===== src/rtl/eo_noc_pkg.sv =====
// Shared definitions for the even-odd mesh router: direction encoding, port
// count and the even-odd admissible-direction function.
package eo_noc_pkg;

    localparam int NUM_PORTS = 5;

    typedef enum logic [2:0] {
        DIR_EAST  = 3'd0,
        DIR_WEST  = 3'd1,
        DIR_NORTH = 3'd2,
        DIR_SOUTH = 3'd3,
        DIR_LOCAL = 3'd4
    } dir_e;

    localparam logic [NUM_PORTS-1:0] MASK_EAST  = 5'b00001;
    localparam logic [NUM_PORTS-1:0] MASK_WEST  = 5'b00010;
    localparam logic [NUM_PORTS-1:0] MASK_NORTH = 5'b00100;
    localparam logic [NUM_PORTS-1:0] MASK_SOUTH = 5'b01000;
    localparam logic [NUM_PORTS-1:0] MASK_LOCAL = 5'b10000;

    // Even-odd turn model: returns one bit per direction that may be taken.
    function automatic logic [NUM_PORTS-1:0] route_mask(
        input logic [7:0] cur_x,
        input logic [7:0] cur_y,
        input logic [7:0] dest_x,
        input logic [7:0] dest_y,
        input logic [7:0] src_x
    );
        logic [NUM_PORTS-1:0] m;
        logic [NUM_PORTS-1:0] ns;
        m  = 5'b00000;
        ns = (dest_y > cur_y) ? MASK_NORTH : MASK_SOUTH;
        if (dest_x == cur_x) begin
            if (dest_y == cur_y) begin
                m = MASK_LOCAL;
            end else begin
                m = ns;
            end
        end else if (dest_x > cur_x) begin
            if (dest_y == cur_y) begin
                m = MASK_EAST;
            end else begin
                if (cur_x[0] || (cur_x == src_x)) begin
                    m = m | ns;
                end else begin
                    m = m;
                end
                if (dest_x[0] || (dest_x > (cur_x + 8'd1))) begin
                    m = m | MASK_EAST;
                end else begin
                    m = m;
                end
            end
        end else begin
            m = MASK_WEST;
            if (!cur_x[0] && (dest_y != cur_y)) begin
                m = m | ns;
            end else begin
                m = m;
            end
        end
        return m;
    endfunction

endpackage


===== src/rtl/eo_flit_fifo.sv =====
// Input flit buffer: DEPTH entries, extra pointer bit distinguishes full from empty.
module eo_flit_fifo
    import eo_noc_pkg::*;
#(
    parameter int DW    = 38,
    parameter int DEPTH = 4
) (
    input  logic          clk,
    input  logic          rst,
    input  logic          push,
    input  logic [DW-1:0] wr_data,
    input  logic          pop,
    output logic [DW-1:0] rd_data,
    output logic          full,
    output logic          empty
);

    localparam int AW = $clog2(DEPTH);
    localparam logic [AW:0] PTR_ONE = {{AW{1'b0}}, 1'b1};

    logic [DW-1:0] mem_r [DEPTH];
    logic [AW:0]   wr_ptr_r;
    logic [AW:0]   rd_ptr_r;
    logic          do_push_s;
    logic          do_pop_s;

    assign full      = (wr_ptr_r[AW] != rd_ptr_r[AW]) && (wr_ptr_r[AW-1:0] == rd_ptr_r[AW-1:0]);
    assign empty     = (wr_ptr_r == rd_ptr_r);
    assign do_push_s = push && !full;
    assign do_pop_s  = pop && !empty;
    assign rd_data   = mem_r[rd_ptr_r[AW-1:0]];

    // Pointer state
    always_ff @(posedge clk or posedge rst) begin
        if (rst) begin
            wr_ptr_r <= {(AW+1){1'b0}};
            rd_ptr_r <= {(AW+1){1'b0}};
        end else begin
            if (do_push_s) begin
                wr_ptr_r <= wr_ptr_r + PTR_ONE;
            end else begin
                wr_ptr_r <= wr_ptr_r;
            end
            if (do_pop_s) begin
                rd_ptr_r <= rd_ptr_r + PTR_ONE;
            end else begin
                rd_ptr_r <= rd_ptr_r;
            end
        end
    end

    // Storage array write
    always_ff @(posedge clk) begin
        if (do_push_s) begin
            mem_r[wr_ptr_r[AW-1:0]] <= wr_data;
        end
    end

endmodule


===== src/rtl/eo_adaptive_router_port.sv =====
// Single input port of an even-odd mesh router with per-output credit counters.
// Define EO_ADAPTIVE_EN to pick the admissible port with the most credit.
module eo_adaptive_router_port
    import eo_noc_pkg::*;
#(
    parameter int WIDTH   = 32,
    parameter int X_SIZE  = 4,
    parameter int Y_SIZE  = 4,
    parameter int DEPTH   = 4,
    parameter int CREDITS = 4,
    parameter int X_BITS  = $clog2(X_SIZE),
    parameter int Y_BITS  = $clog2(Y_SIZE)
) (
    input  logic                 clk,
    input  logic                 rst,
    input  logic [X_BITS-1:0]    cur_x,
    input  logic [Y_BITS-1:0]    cur_y,
    input  logic                 in_valid,
    output logic                 in_ready,
    input  logic [WIDTH-1:0]     in_data,
    input  logic [X_BITS-1:0]    in_dest_x,
    input  logic [Y_BITS-1:0]    in_dest_y,
    input  logic [X_BITS-1:0]    in_src_x,
    input  logic [NUM_PORTS-1:0] credit_ret,
    output logic                 out_valid,
    output logic [2:0]           out_port,
    output logic [WIDTH-1:0]     out_data,
    output logic [X_BITS-1:0]    out_dest_x,
    output logic [Y_BITS-1:0]    out_dest_y,
    output logic [X_BITS-1:0]    out_src_x,
    output logic                 route_err,
    output logic                 credit_err
);

    localparam int CW = $clog2(CREDITS + 1);
    localparam int FW = WIDTH + 2 * X_BITS + Y_BITS;

    logic                         fifo_full_s;
    logic                         fifo_empty_s;
    logic [FW-1:0]                head_s;
    logic [WIDTH-1:0]             head_data_s;
    logic [X_BITS-1:0]            head_dest_x_s;
    logic [Y_BITS-1:0]            head_dest_y_s;
    logic [X_BITS-1:0]            head_src_x_s;
    logic                         range_err_s;
    logic [NUM_PORTS-1:0]         adm_mask_s;
    logic [2:0]                   sel_port_s;
    logic                         sel_ok_s;
    logic                         issue_s;
    logic [NUM_PORTS-1:0][CW-1:0] credit_r;
    logic [NUM_PORTS-1:0][CW-1:0] credit_nxt_s;
    logic                         credit_err_nxt_s;

    assign in_ready = !fifo_full_s;
    assign issue_s  = !fifo_empty_s && sel_ok_s;

    eo_flit_fifo #(
        .DW    (FW),
        .DEPTH (DEPTH)
    ) u_fifo (
        .clk     (clk),
        .rst     (rst),
        .push    (in_valid),
        .wr_data ({in_src_x, in_dest_y, in_dest_x, in_data}),
        .pop     (issue_s),
        .rd_data (head_s),
        .full    (fifo_full_s),
        .empty   (fifo_empty_s)
    );

    assign head_data_s   = head_s[WIDTH-1:0];
    assign head_dest_x_s = head_s[WIDTH +: X_BITS];
    assign head_dest_y_s = head_s[WIDTH + X_BITS +: Y_BITS];
    assign head_src_x_s  = head_s[WIDTH + X_BITS + Y_BITS +: X_BITS];

    // Admissible directions for the head flit; off-mesh destinations sink locally
    always_comb begin
        range_err_s = (32'(head_dest_x_s) >= 32'(X_SIZE)) || (32'(head_dest_y_s) >= 32'(Y_SIZE));
        if (range_err_s) begin
            adm_mask_s = MASK_LOCAL;
        end else begin
            adm_mask_s = route_mask(8'(cur_x), 8'(cur_y), 8'(head_dest_x_s),
                                    8'(head_dest_y_s), 8'(head_src_x_s));
        end
    end

`ifdef EO_ADAPTIVE_EN
    // Output selection: most credit wins, earlier direction wins ties
    always_comb begin
        logic [CW-1:0] best_cnt;
        best_cnt   = {CW{1'b0}};
        sel_port_s = DIR_LOCAL;
        for (int p = 0; p < NUM_PORTS; p++) begin
            if (adm_mask_s[p] && (credit_r[p] > best_cnt)) begin
                best_cnt   = credit_r[p];
                sel_port_s = 3'(p);
            end else begin
                best_cnt   = best_cnt;
                sel_port_s = sel_port_s;
            end
        end
        sel_ok_s = (best_cnt != {CW{1'b0}});
    end
`else
    // Output selection: first admissible direction, then wait for its credit
    always_comb begin
        logic found;
        found      = 1'b0;
        sel_port_s = DIR_LOCAL;
        for (int p = 0; p < NUM_PORTS; p++) begin
            if (adm_mask_s[p] && !found) begin
                found      = 1'b1;
                sel_port_s = 3'(p);
            end else begin
                found      = found;
                sel_port_s = sel_port_s;
            end
        end
        sel_ok_s = (credit_r[sel_port_s] != {CW{1'b0}});
    end
`endif

    // Credit bookkeeping: issue and return in the same cycle cancel out
    always_comb begin
        logic dec;
        credit_nxt_s     = credit_r;
        credit_err_nxt_s = credit_err;
        for (int p = 0; p < NUM_PORTS; p++) begin
            dec = issue_s && (sel_port_s == 3'(p));
            if (credit_ret[p] && !dec) begin
                if (credit_r[p] == CW'(CREDITS)) begin
                    credit_err_nxt_s = 1'b1;
                end else begin
                    credit_nxt_s[p] = credit_r[p] + CW'(1);
                end
            end else if (dec && !credit_ret[p]) begin
                credit_nxt_s[p] = credit_r[p] - CW'(1);
            end else begin
                credit_nxt_s[p] = credit_r[p];
            end
        end
    end

    // Credit counter and sticky error registers
    always_ff @(posedge clk or posedge rst) begin
        if (rst) begin
            credit_r   <= {NUM_PORTS{CW'(CREDITS)}};
            credit_err <= 1'b0;
        end else begin
            credit_r   <= credit_nxt_s;
            credit_err <= credit_err_nxt_s;
        end
    end

    // Issued-flit output registers; fields hold between issues
    always_ff @(posedge clk or posedge rst) begin
        if (rst) begin
            out_valid  <= 1'b0;
            out_port   <= DIR_LOCAL;
            out_data   <= {WIDTH{1'b0}};
            out_dest_x <= {X_BITS{1'b0}};
            out_dest_y <= {Y_BITS{1'b0}};
            out_src_x  <= {X_BITS{1'b0}};
            route_err  <= 1'b0;
        end else begin
            out_valid <= issue_s;
            route_err <= issue_s && range_err_s;
            if (issue_s) begin
                out_port   <= sel_port_s;
                out_data   <= head_data_s;
                out_dest_x <= head_dest_x_s;
                out_dest_y <= head_dest_y_s;
                out_src_x  <= head_src_x_s;
            end else begin
                out_port   <= out_port;
                out_data   <= out_data;
                out_dest_x <= out_dest_x;
                out_dest_y <= out_dest_y;
                out_src_x  <= out_src_x;
            end
        end
    end

endmodule

===== config.mk =====
export PLATFORM = sky130hd
export DESIGN_NAME = eo_adaptive_router_port
export DESIGN_NICKNAME = d
export VERILOG_FILES = /design/src/rtl/eo_noc_pkg.sv /design/src/rtl/eo_flit_fifo.sv /design/src/rtl/eo_adaptive_router_port.sv
export SDC_FILE = /design/constraint.sdc
export NUM_CORES = 1
export LEC_CHECK = 0
export ABC_AREA = 1
export BUFFER_PORTS_ARGS = -buffer_cell sky130_fd_sc_hd__buf_2
export CAP_MARGIN = 20
export CORE_MARGIN = 2
export CORE_UTILIZATION = 63
export CTS_CLUSTER_DIAMETER = 120
export DETAILED_ROUTE_END_ITERATION = 8
export HOLD_SLACK_MARGIN = 0.02
export PLACE_DENSITY = 0.84
export SLEW_MARGIN = 25
export SYNTH_ARGS = -nofsm -noshare
export SYNTH_HDL_FRONTEND = slang
export SYNTH_HIERARCHICAL = 1
export SYNTH_SLANG_ARGS = --single-unit
export TNS_END_PERCENT = 50

===== constraint.sdc =====
create_clock -name clk -period 7.1 [get_ports clk]
set_input_delay 1.065 -clock clk [delete_from_list [all_inputs] [get_ports clk]]
set_output_delay 1.065 -clock clk [all_outputs]
set_load 0.05 [all_outputs]

==> qor.txt, run 1 <==
Hold Path Class - flop to flop
Crit Path Class - flop to flop
Layout cell share with drive strength beyond 1 - 19.5%
RSZ-0062 raised after global routing - false
# setup viols final - 0
CP Data Arrival Time - 5.09 ns
Largest net degree at the start of global routing - 78
CP endpoint - credit_r[10]
NumNets Final - 975
CTS root buffer - clkbuf_16
Post-synth EDFFs - 152
DR iter-0 viols - 572
Post-synth cell types - 41
Final WS setup - 2.39 ns
Min Clock Period, post-route - 4.71 ns
Global-route wire length before repair - 30800 um
Via count - 6229
Max Cap Viol - 0
# rows - 44
Status - finished clean
Top_reg_cell synth - edfxtp_1
Gate Count Post-Synth - 818
Final Skew - 0.0124 ns
Placed insts - 1067
Post-CTS Setup Inserts - 0
WL per Instance - 17.5 um
Worst skew pair latency - 0.50 ns
Reg2reg path depth - 18
CP Capture Type - flop
# IOs - 95
Clk buf depth - 3
Final Non-Filler Cells - 1110
Hold WS - 0.464 ns
Die width - 125 um
Rel. slew slack - 32.6%
Worst-Margin Slew - 1.01 ns
WP data required - 7.49 ns
Setup WS pre-CTS - 2.19 ns
H-tree Lvls - 1
Ys async rst share - 29.6%
Via/cell ratio - 5.61
R2r setup slk - 2.39 ns
Total grt overflow - 0
Crit Reg-Reg Endpoint - credit_r[10]
Final hold violation count - 0
Dpl hpwl - 11500 um
Setup TNS Final - 0 ns
Die area - 15600 sq um
Gp weighted congestion - 0.821
Final wirelength - 19500 um
Startpoint types - flop
Clock-pin slew of the registers on the worst-case setup and hold paths - 0.06 ns
Seq/Total Area, Yosys - 66.9%
Die H - 125 um
Pre-antenna DRT Iters - 7
IO buf count - 93
DRT antenna net count - 0
Crit Path Max Fanout - 42
Mapped Nets - 885
Post_cts resized - 0
Synth-to-Final Area Change - 13.7%
GRT Util Overall - 24.7%
Final period util - 66.3%
Fmax - 0.213 GHz
Slew Limit Fails - 0
Cts hold-fix bufs - 0
CTS tree - yes
Number of synthesized register bits - 216
Initial antenna violation count - 1
Syn_area_per_cell - 11.3 sq um
Clk sinks - 216
Worst r2r src - u_fifo/rd_ptr_r[0]
Most frequent cells in the layout - nand2_1, edfxtp_1, buf_2
Critical path origin - u_fifo/rd_ptr_r[0]
Core area - 14400 sq um
Cell Area, Synth - 9230 sq um
Most common cell after layout, fill and taps aside - nand2_1
Ys Warns - 6
Vias in the first global route - 6186
Total CTS buffers - 22
Initial core utilization - 64.0%
DRC viols - 0
[critical path, cell delays in order, from the launching register on]
cell      delay [ns]
dfrtp_2         0.89
buf_4           0.52
o21ai_0         0.15
o22ai_1         0.32
ha_1            0.31
nand2_1         0.12
clkinv_1        0.11
a21oi_1         0.30
o21ai_2         0.09
nand2_1         0.08
inv_2           0.04
nand2_2         0.08
nand3_2         0.10
nor2_4          0.50
nand3_1         0.19
nand2_1         0.19
fa_1            0.45
nand2_1         0.08
nand2_1         0.04
[cell usage after synthesis, types with 2 or more instances]
master      n  share of area [%]
nand2_1   193                7.9
edfxtp_1  152                 49
nor2_1     91                3.7
o21ai_0    71                3.9
dfrtp_1    58                 16
inv_1      54                2.2
o22ai_1    38                2.6
nand3_1    27                1.5
o21ai_1    14               0.76
ha_1       12                1.6
buf_6      10                1.2
buf_4       9               0.73
buf_2       8               0.43
nand2_2     8               0.54
nand3_2     7               0.76
nand4_1     7               0.47
dfstp_2     6                1.7
xor2_1      6               0.57
fa_1        5                1.1
inv_2       5               0.20
nor3_1      5               0.27
a21oi_1     4               0.22
clkbuf_1    4               0.16
clkbuf_2    3               0.16
nor2_2      3               0.20
nand2_4     2               0.24
nand3_4     2               0.38
[per-layer routing]
metal	vias up	global-route usage (%)	share of wire, %
li1	2974	-	-
met1	2980	32.3	40
met2	235	42.2	50
met3	40	4.75	7.7
met4	0	8.10	2.4
met5	-	0	0
[logic make-up after synthesis]
kind of cell | count (synthesis) | share of synthesized area (%)
AOI/OAI and AO/OA | 133 | 7.97
xor gates and xnor gates | 7 | 0.868
buffers and inverters | 96 | 5.29
DFF | 216 | 66.9
and+or+nand+nor | 348 | 16.2
adders and majority gates | 17 | 2.71
other | 1 | 0.0406
[stage by stage]
stage | area (sq um) | util, %
2_1_floorplan | 9230 | -
3_3_place_gp | 9750 | 67.6
3_5_place_dp | 9750 | 67.6
4_1_cts | 10500 | 72.5
5_1_grt | 10500 | 72.7
6_report | 10500 | 72.8
[area by class of cell]
type	instances	area (sq um)
antenna	2	5.00
fill	949	3930
clock inverter	9	113
multi-input combinational	506	2590
tap	184	230
sequential	216	6170
inverter	61	234
timing repair buffer	101	546
clock buffer	31	604
[worst min-delay path by stage]
| stage | cells past startpoint | to | from |
|---|---|---|---|
| after global routing | 2 | out_data[16] | out_data[16] |
| final | 2 | out_data[16] | out_data[16] |
| after CTS | 2 | out_data[16] | out_data[16] |
| after detailed placement | 2 | out_data[16] | out_data[16] |
| after global placement | 2 | out_data[20] | out_data[20] |
| after floorplan | 2 | credit_r[11] | credit_r[11] |
[state kept, by name, indices dropped and copies added (netlist names)]
signal / count
out_dest_y: 2
out_src_x: 2
credit_err: 1
out_dest_x: 2
out_data: 32
credit_r: 15
u_fifo/mem_r: 152
out_port: 3
u_fifo/wr_ptr_r: 3
u_fifo/rd_ptr_r: 3
out_valid: 1
Power of run 1 is left out: the tool's default activity adds up to more than one toggle a clock period on the data nets, which glitch-free logic cannot reach.
==> run 2, diff against run 1 <==
Settings changed: ABC_AREA 1 to 0, CORE_UTILIZATION 63 to 59, PLACE_DENSITY 0.84 to 0.8.
Clock period 7.1 ns to 4.5 ns, I/O delays scaled along.
==> run 2 against run 1 <==
Compared with the run above:
- core utilization shrank 3.8 points
- clock skew increased by 0.0064 ns
- cell count is 21% lower
- sequential share of layout area decreased by 1.9 points
- synthesized cell count fell by 34%
- critical path type unchanged
- setup slack lost 1.9 ns
- sequential cell count unchanged
- critical path depth shrank 5
- die area increased by 8.2%
- final area is 3.3% higher
- critical endpoint is now credit_r[5]
- maximum frequency is 18% higher
- largest cell class unchanged
==> qor.txt, run 2 <==
CP Data Arrival Time - 4.41 ns (-0.68 ns)
Cts hold-fix bufs - 0 (unchanged)
Largest net degree at the start of global routing - 39 (-50%)
Ys async rst share - 29.6% (unchanged)
Max reg flops - 152 (unchanged)
Crit Path Class - flop to flop
WL per Instance - 20.3 um (+16%)
Reg2reg path depth - 13 (-5)
Gp weighted congestion - 0.900 (+9.6%)
Worst skew pair latency - 0.52 ns (+0.02 ns)
# IOs - 95 (unchanged)
Post-synth EDFFs - 152 (unchanged)
Final Skew - 0.0187 ns (+0.00638 ns)
Clk sinks - 216 (unchanged)
CTS root buffer - clkbuf_16
Ys Warns - 6 (unchanged)
Die width - 130 um (+4.0%)
Rel. slew slack - 55.7% (+23 points)
Startpoint types - flop
# rows - 46 (+4.5%)
Slew Limit Fails - 0 (unchanged)
Die area - 16900 sq um (+8.2%)
Layout cell share with drive strength beyond 1 - 38.5% (+19 points)
H-tree Lvls - 1 (unchanged)
GRT Util Overall - 22.1% (-2.6 points)
Final period util - 88.3% (+22 points)
Clock-pin slew of the registers on the worst-case setup and hold paths - 0.06 ns (about the same)
Cell Area, Synth - 9380 sq um (+1.6%)
DRC viols - 0 (unchanged)
Gate Count Post-Synth - 536 (-34%)
Crit Path Max Fanout - 7 (-83%)
Post-synth top area cell - edfxtp_1
Core area - 15700 sq um (+8.9%)
Max Cap Viol - 0 (unchanged)
Hold Path Class - primary input to asynchronous set/reset pin
Ant. Diodes - 0 (-2)
Most common cell after layout, fill and taps aside - edfxtp_1
CTS tree - yes
Syn_area_per_cell - 17.5 sq um (+55%)
Most frequent cells in the layout - edfxtp_1, buf_2, dfrtp_1
Dpl hpwl - 11300 um (-1.8%)
DR iter-0 viols - 362 (-37%)
R2r setup slk - 0.53 ns (-1.87 ns)
Synth-to-Final Area Change - 15.6%
Die H - 130 um (+4.0%)
NumNets Final - 710 (-27%)
WP data required - 4.94 ns (-2.55 ns)
Top cells by area, synth - edfxtp_1, dfrtp_1, mux4_2
Seq/Total Area, Yosys - 65.8% (-1.1 points)
Post-synth cell types - 73 (+78%)
Setup WS pre-CTS - 0.560 ns (-1.64 ns)
Initial core utilization - 59.7% (-4.3 points)
Total grt overflow - 0 (unchanged)
Total CTS buffers - 23 (+4.5%)
CP Capture Type - flop
Final hold violation count - 0 (unchanged)
Initial antenna violation count - 1 (unchanged)
Clk buf depth - 3 (unchanged)
Synth cell count leaders - edfxtp_1, dfrtp_1, mux4_2
Fmax - 0.252 GHz (+18%)
Setup TNS Final - 0 ns (unchanged)
# setup viols final - 0 (unchanged)
Post_cts resized - 0 (unchanged)
Final wirelength - 17800 um (-8.5%)
Worst r2r src - u_fifo/rd_ptr_r[0]
Worst-Margin Slew - 0.659 ns (-0.352 ns)
DRT antenna net count - 0 (unchanged)
Global-route wire length before repair - 28400 um (-7.8%)
Min Clock Period, post-route - 3.97 ns (-0.734 ns)
Synth top area share - 48.7% (-0.80 points)
Final WS setup - 0.528 ns (-1.87 ns)
Mapped Nets - 603 (-32%)
Status - finished clean
Vias in the first global route - 5415 (-12%)
Top_reg_cell synth - edfxtp_1
IO buf count - 93 (unchanged)
Pre-antenna DRT Iters - 4 (-3)
Number of synthesized register bits - 216 (unchanged)
Via/cell ratio - 5.83 (+3.9%)
Crit Reg-Reg Endpoint - credit_r[5]
RSZ-0062 raised after global routing - false
Via count - 5106 (-18%)
Top-count cell post-synth - edfxtp_1
Post-CTS Setup Inserts - 0 (unchanged)
run 2: cell types whose count changed after synthesis, sizes merged, moves of 8 or more:
| cell | before | now |
|---|---|---|
| a21oi | 4 | 14 |
| and3 | 0 | 10 |
| buf | 28 | 14 |
| inv | 60 | 29 |
| mux2 | 0 | 40 |
| mux4 | 0 | 38 |
| nand2 | 203 | 10 |
| nand3 | 36 | 4 |
| nand4 | 8 | 0 |
| nor2 | 95 | 18 |
| o21ai | 86 | 11 |
| o22ai | 38 | 3 |
run 2: worst max-delay path by stage:
stage / start / end / cells past startpoint
3_3_place_gp: u_fifo/rd_ptr_r[0] / credit_r[5] / 13
6_report: u_fifo/rd_ptr_r[0] / credit_r[5] / 13
5_1_grt: u_fifo/rd_ptr_r[0] / credit_r[5] / 13
4_1_cts: u_fifo/rd_ptr_r[0] / credit_r[5] / 13
3_5_place_dp: u_fifo/rd_ptr_r[0] / credit_r[5] / 13
2_1_floorplan: u_fifo/rd_ptr_r[0] / credit_r[5] / 15
run 2: critical path, stage by stage (launching register included):
cell	delay, ns
dfrtp_2	0.45
mux4_2	0.56
inv_1	0.10
ha_1	0.28
a21boi_1	0.37
o221ai_2	0.20
a31o_2	0.27
a31oi_1	0.21
a41oi_2	0.24
nand2b_1	0.25
fa_1	0.43
nor2_1	0.14
a21boi_1	0.09
a211o_1	0.31
run 2: metal layers:
layer,wire [um],GRT usage (%),vias to the layer above
met5,0,0,-
met4,338,5.57,0
met3,1130,4.72,28
met2,9420,38.9,145
met1,6940,28.3,2614
li1,-,-,2319
run 2: cell type report:
cell class / count / area (sq um)
clock buffer: 29 / 638
clock inverter: 13 / 141
sequential: 216 / 6180
timing repair buffer: 100 / 531
fill: 1015 / 4870
multi-input combinational: 273 / 2970
tap: 216 / 270
inverter: 29 / 109
run 2: metrics by stage:
stage          instance area [sq um]  hold WS (ns)  cells  utilization (%)
2_1_floorplan                   9380         0.466    536                -
5_1_grt                        10800        0.0942    876             69.0
6_report                       10800        0.0886    876             69.0
3_3_place_gp                   10000         0.481    834             64.0
4_1_cts                        10800        0.0832    876             68.9
3_5_place_dp                   10000         0.489    834             64.0
run 2: logic make-up (layout without fill, tap and decap cells):
group	count (synthesis)	after routing	share of synthesized area, %
AO/OA/AOI/OAI	80	80	6.59
XOR/XNOR	12	12	1.36
buffers and inverters	47	171	2.80
multiplexers	84	84	16.0
adder cells (fa/ha/maj)	17	17	2.67
other	1	1	0.0400
flip-flops	216	216	65.8
AND/OR/NAND/NOR	79	79	4.67
Power of run 2 is left out for the same reason.
